**src/rtl/name_entry_ctrl.sv**
```systemverilog
// name_entry_ctrl
// Keyboard-driven write sequencer for the 8-character team-name buffer.
// Converts HID keycodes to 7-bit ASCII and drives the buffer write port,
// tracking length, backspace, clear and lock state. After reset (and on
// Escape) it writes CLR_CHAR to every address so the buffer never relies
// on its own reset.
//
// Ports:
//   Clk        in   system clock
//   Reset      in   synchronous, active-high reset
//   keycode    in   [7:0] HID keycode (level), 8'h00 = no key
//   name_we    out  buffer write enable, one cycle per write
//   name_addr  out  [2:0] buffer write address
//   name_data  out  [6:0] ASCII character to write
//   length     out  [3:0] characters entered, 0..8
//   full       out  length == 8 (decoded)
//   locked     out  name confirmed by Enter
//   busy       out  clear sequence in progress (decoded)

module name_entry_ctrl #(
   parameter int unsigned NAME_LEN = 8,
   parameter logic [6:0]  CLR_CHAR = 7'h00
) (
   input  logic       Clk,
   input  logic       Reset,
   input  logic [7:0] keycode,
   output logic       name_we,
   output logic [2:0] name_addr,
   output logic [6:0] name_data,
   output logic [3:0] length,
   output logic       full,
   output logic       locked,
   output logic       busy
);

   localparam int unsigned ADDR_W = 3;
   localparam int unsigned LEN_W  = 4;
   localparam int unsigned CHAR_W = 7;
   localparam int unsigned KC_W   = 8;

   localparam logic [KC_W-1:0] KC_ENTER = 8'h28;
   localparam logic [KC_W-1:0] KC_ESC   = 8'h29;
   localparam logic [KC_W-1:0] KC_BKSP  = 8'h2A;

   typedef enum logic [1:0] {
      S_CLEAR  = 2'd0,
      S_IDLE   = 2'd1,
      S_LOCKED = 2'd2
   } state_t;

   state_t              state, state_nxt;
   logic [ADDR_W-1:0]   clr_cnt, clr_cnt_nxt;
   logic [KC_W-1:0]     kc_prev;
   logic                we_nxt;
   logic [ADDR_W-1:0]   addr_nxt;
   logic [CHAR_W-1:0]   data_nxt;
   logic [LEN_W-1:0]    len_nxt;
   logic                locked_nxt;

   logic                press_c;
   logic                is_print_c;
   logic [CHAR_W-1:0]   char_c;
   logic                clr_done_c;

   // Rising edge of "any key": a held key yields exactly one press.
   assign press_c = (kc_prev == '0) && (keycode != '0);

   // The clear is finished once the write to the last address is on the port.
   assign clr_done_c = name_we && (name_addr == ADDR_W'(NAME_LEN - 1));

   assign full = (length == LEN_W'(NAME_LEN));
   assign busy = (state == S_CLEAR);

   // HID keycode to ASCII for the printable subset.
   always_comb begin
      is_print_c = 1'b0;
      char_c     = '0;
      if (keycode >= 8'h04 && keycode <= 8'h1D) begin
         is_print_c = 1'b1;
         char_c     = CHAR_W'(keycode + 8'h5D);
      end else if (keycode >= 8'h1E && keycode <= 8'h26) begin
         is_print_c = 1'b1;
         char_c     = CHAR_W'(keycode + 8'h13);
      end else if (keycode == 8'h27) begin
         is_print_c = 1'b1;
         char_c     = 7'h30;
      end else if (keycode == 8'h2C) begin
         is_print_c = 1'b1;
         char_c     = 7'h20;
      end
   end

   // State and output registers; kc_prev tracks keycode even in reset.
   always_ff @(posedge Clk) begin
      kc_prev <= keycode;
      if (Reset) begin
         state     <= S_CLEAR;
         clr_cnt   <= '0;
         name_we   <= 1'b0;
         name_addr <= '0;
         name_data <= '0;
         length    <= '0;
         locked    <= 1'b0;
      end else begin
         state     <= state_nxt;
         clr_cnt   <= clr_cnt_nxt;
         name_we   <= we_nxt;
         name_addr <= addr_nxt;
         name_data <= data_nxt;
         length    <= len_nxt;
         locked    <= locked_nxt;
      end
   end

   // Next-state logic.
   always_comb begin
      state_nxt = state;
      case (state)
         S_CLEAR: begin
            if (clr_done_c) state_nxt = S_IDLE;
         end
         S_IDLE: begin
            if (press_c) begin
               if (keycode == KC_ESC)
                  state_nxt = S_CLEAR;
               else if (keycode == KC_ENTER && length != '0)
                  state_nxt = S_LOCKED;
            end
         end
         S_LOCKED: begin
            if (press_c && keycode == KC_ESC) state_nxt = S_CLEAR;
         end
         default: state_nxt = S_CLEAR;
      endcase
   end

   // Next values of the registered outputs and the clear counter.
   always_comb begin
      we_nxt      = 1'b0;
      addr_nxt    = name_addr;
      data_nxt    = name_data;
      len_nxt     = length;
      locked_nxt  = locked;
      clr_cnt_nxt = clr_cnt;
      case (state)
         S_CLEAR: begin
            if (clr_done_c) begin
               len_nxt     = '0;
               locked_nxt  = 1'b0;
               clr_cnt_nxt = '0;
            end else begin
               we_nxt      = 1'b1;
               addr_nxt    = clr_cnt;
               data_nxt    = CLR_CHAR;
               clr_cnt_nxt = clr_cnt + ADDR_W'(1);
            end
         end
         S_IDLE: begin
            if (press_c) begin
               if (is_print_c) begin
                  if (length < LEN_W'(NAME_LEN)) begin
                     we_nxt   = 1'b1;
                     addr_nxt = ADDR_W'(length);
                     data_nxt = char_c;
                     len_nxt  = length + LEN_W'(1);
                  end
               end else if (keycode == KC_BKSP) begin
                  if (length != '0) begin
                     we_nxt   = 1'b1;
                     addr_nxt = ADDR_W'(length - LEN_W'(1));
                     data_nxt = CLR_CHAR;
                     len_nxt  = length - LEN_W'(1);
                  end
               end else if (keycode == KC_ENTER) begin
                  if (length != '0) locked_nxt = 1'b1;
               end else if (keycode == KC_ESC) begin
                  clr_cnt_nxt = '0;
               end
            end
         end
         S_LOCKED: begin
            // locked stays set through the clear; it drops when the clear ends.
            if (press_c && keycode == KC_ESC) clr_cnt_nxt = '0;
         end
         default: begin
            clr_cnt_nxt = '0;
         end
      endcase
   end

endmodule

```
**config.mk**
```make
export PLATFORM = sky130hd
export DESIGN_NAME = name_entry_ctrl
export DESIGN_NICKNAME = d
export VERILOG_FILES = /design/src/rtl/name_entry_ctrl.sv
export SDC_FILE = /design/constraint.sdc
export NUM_CORES = 1
export LEC_CHECK = 0
export BUFFER_PORTS_ARGS = -buffer_cell sky130_fd_sc_hd__buf_2
export CORE_ASPECT_RATIO = 1.1
export CORE_UTILIZATION = 50
export CTS_CLUSTER_DIAMETER = 40
export DETAILED_ROUTE_END_ITERATION = 7
export PLACE_DENSITY = 0.75
export SYNTH_ARGS = -nofsm -noshare
export SYNTH_HDL_FRONTEND = slang
export SYNTH_SLANG_ARGS = --single-unit
export TNS_END_PERCENT = 30
```
**constraint.sdc**
```tcl
create_clock -name Clk -period 2.1 [get_ports Clk]
set_input_delay 0.105 -clock Clk [delete_from_list [all_inputs] [get_ports Clk]]
set_output_delay 0.105 -clock Clk [all_outputs]
set_load 0.01 [all_outputs]
```
==> qor.yml <==
dp_hpwl_um: 3390
path_class: "reg2reg"
num_vias: 1905
fmax_ghz: 0.468
ys_seq_elements: 29
hold_viol_final: 0
r2r_setup_slack_ns: -0.04
period_minus_slack_ns: 2.14
synth_edf_count: 0
fin_nets: 291
critPathLaunchType: "flip-flop"
slew_violations: 0
worstHoldPathType: "in2reg"
pwr_density_cell_nw_per_um2: 590
grt_pass1_wl_um: 7870
die_h_um: 63.4
nFillCells: 246
final_common_cell: "buf_4"
drtPass1Iterations: 7
grt_max_degree: 25
worst_pin_slew_ns: 0.456
syn_area_um2: 1710
status: "finished with violations"
fin_skew_ns: 0.0120
fin_util_pct: 73.8
coreArea_um2: 3150
first_iter_violations: 132
ctsRootBufferMaster: "clkbuf_4"
syn_nets: 229
cts_buffers: 5
rsz0062_at_grt: "true"
io_buffers: 27
async_flop_share_pct: 0
cp_max_fo: 2
synth-warning-count: 0
fin_hold_ws_ns: 0.0385
end_kind: "flip-flop"
slew_headroom_pct: 69.3
synthFlopType: "dfxtp_1"
diodes: 0
grtUsageTotal_pct: 28.2
mostFrequentLayoutCells: "buf_4 (33), dfxtp_1 (27), buf_2 (27), nand2_1 (24), nor2_1 (18)"
drc: 1
crit_required_ns: 2.36
p_leak_uw: 0.000967
ys_seq_area_share_pct: 33.9
slowest_stage: "or4_4"
violations: "design-rule violations, negative setup slack"
clk_pin_slew_worst_paths_ns: 0.09
drv_cap: 0
routed_wl_um: 4880
worst_path_largest_cell_delay_ns: 0.55
finalCritPeriodShare_pct: 102
setup_tns_ns: -0.0376
antenna_found_initial: 0
final_antenna_net_count: 0
wire_per_inst_um: 15.8
pre_cts_ws_ns: 0.0130
clk_latency_ns: 0.33
fin_total_pwr_uw: 1370
path_cells: "or4_4 -> a311oi_4 -> a21oi_2 -> a31o_1 -> or4_4 -> a21oi_2"
cts_tree: "done"
cp.arrival_ns: 2.40
initial_core_util_pct: 54.3
rows: 21
die_x_um: 57.8
synthToLayoutAreaGrowth_pct: 36.0
ioPinCount: 28
htreeDepth: 2
post_drt_via_cell_ratio: 6.19
avgSynthCellArea_um2: 8.11
place.gp.congestion: 0.925
cts_sinks: 29
final-setup-viol-count: 1
grt_overflow: 0
synth_cell_type_count: 50
layout_setup_ws_ns: -0.0376
die-area_um2: 3660
synth_cells: 211
drive_gt1_share_pct: 33.9
cts.path.max_buffers: 2
first_global_vias: 1754
vdd_drop_max_mv: 0.503
-- cells by family after synthesis --
| family | synth area share, % |
|---|---|
| AOI/OAI and AO/OA | 26.7 |
| xor gates and xnor gates | 1.54 |
| adders and majority gates | 5.85 |
| buffers and inverters | 4.24 |
| DFF | 33.9 |
| muxes | 1.17 |
| and+or+nand+nor | 26.6 |
-- sequential cells by signal, indices dropped and copies added, names as in the netlist --
register	count
clr_cnt	3
kc_prev	8
length	4
name_we	1
locked	1
name_addr	3
name_data	7
state	2
-- worst paths after layout --
kind,startpoint,cells after the start,end
worst max-delay path,kc_prev[1],6,name_data[6]
worst min-delay path,keycode[1],2,kc_prev[1]
worst max register to register,kc_prev[1],6,name_data[6]
worst min register to register,name_data[1],2,name_data[1]
-- final cells by class --
type	count	area, um2	share of cell area (%)
multi-input cells	163	1140	49.1
flip-flops and latches	29	588	25.3
repair buffers	65	434	18.7
clock buffers	7	55.1	2.37
well taps	34	42.5	1.83
inverters	9	33.8	1.45
clock inverters	1	30.0	1.29
-- metal layers --
metal | global-route usage (%) | vias to the layer above | share of wire, %
met5 | 0 | - | 0
met4 | 15.5 | 0 | 3.4
met3 | 7.19 | 20 | 7.8
met2 | 44.6 | 96 | 48
met1 | 34.5 | 869 | 40
li1 | - | 920 | -
-- metrics by stage --
stage          cell area (um2)  cells
6_report                  2330    308
5_1_grt                   2330    308
4_1_cts                   2250    307
3_5_place_dp              2120    295
3_3_place_gp              2120    295
2_1_floorplan             1730    211
-- where the power goes --
group | switching [uW] | internal [uW]
Sequential | 17.8 | 577
Clock | 189 | 284
Combinational | 174 | 130
Total | 381 | 992
-- synth_stat cells, drive strengths merged (2+ instances only) --
master   instances  area [um2]
a2111oi          2        17.5
a211o            5        43.8
a211oi           4        35.0
a21o             2        15.0
a21oi           17        85.1
a311oi           5        50.0
a31oi            6        43.8
clkbuf           9        33.8
dfxtp           29         581
ha               8         100
inv              9        33.8
mux2i            2        20.0
nand2           24        90.1
nand2b           4        25.0
nand3           10        50.1
nand3b           2        15.0
nand4            4        25.0
nand4b           2        17.5
nor2            19        71.3
nor3             8        50.1
nor3b            3        22.5
o211a            2        20.0
o211ai           3        22.5
o21ai            8        43.8
o311ai           2        17.5
o32ai            2        17.5
or4              3        26.3
xor2             2        17.5
-- timing repair --
item	in CTS	in global routing
hold endpoints to repair	4	0
buffers inserted	0	1
hold buffers	4	0
resized for setup	1	14
gates cloned	0	0
pin swaps	0	9
setup endpoints to repair	1	17
-- critical path, delay by kind of cell, from the launching register on --
family | cells | cell delay, ns
AND/OR/NAND/NOR | 2 | 0.97
AO/OA/AOI/OAI | 4 | 0.79
flip-flops | 1 | 0.31
Power figures use the tool's default switching activity.
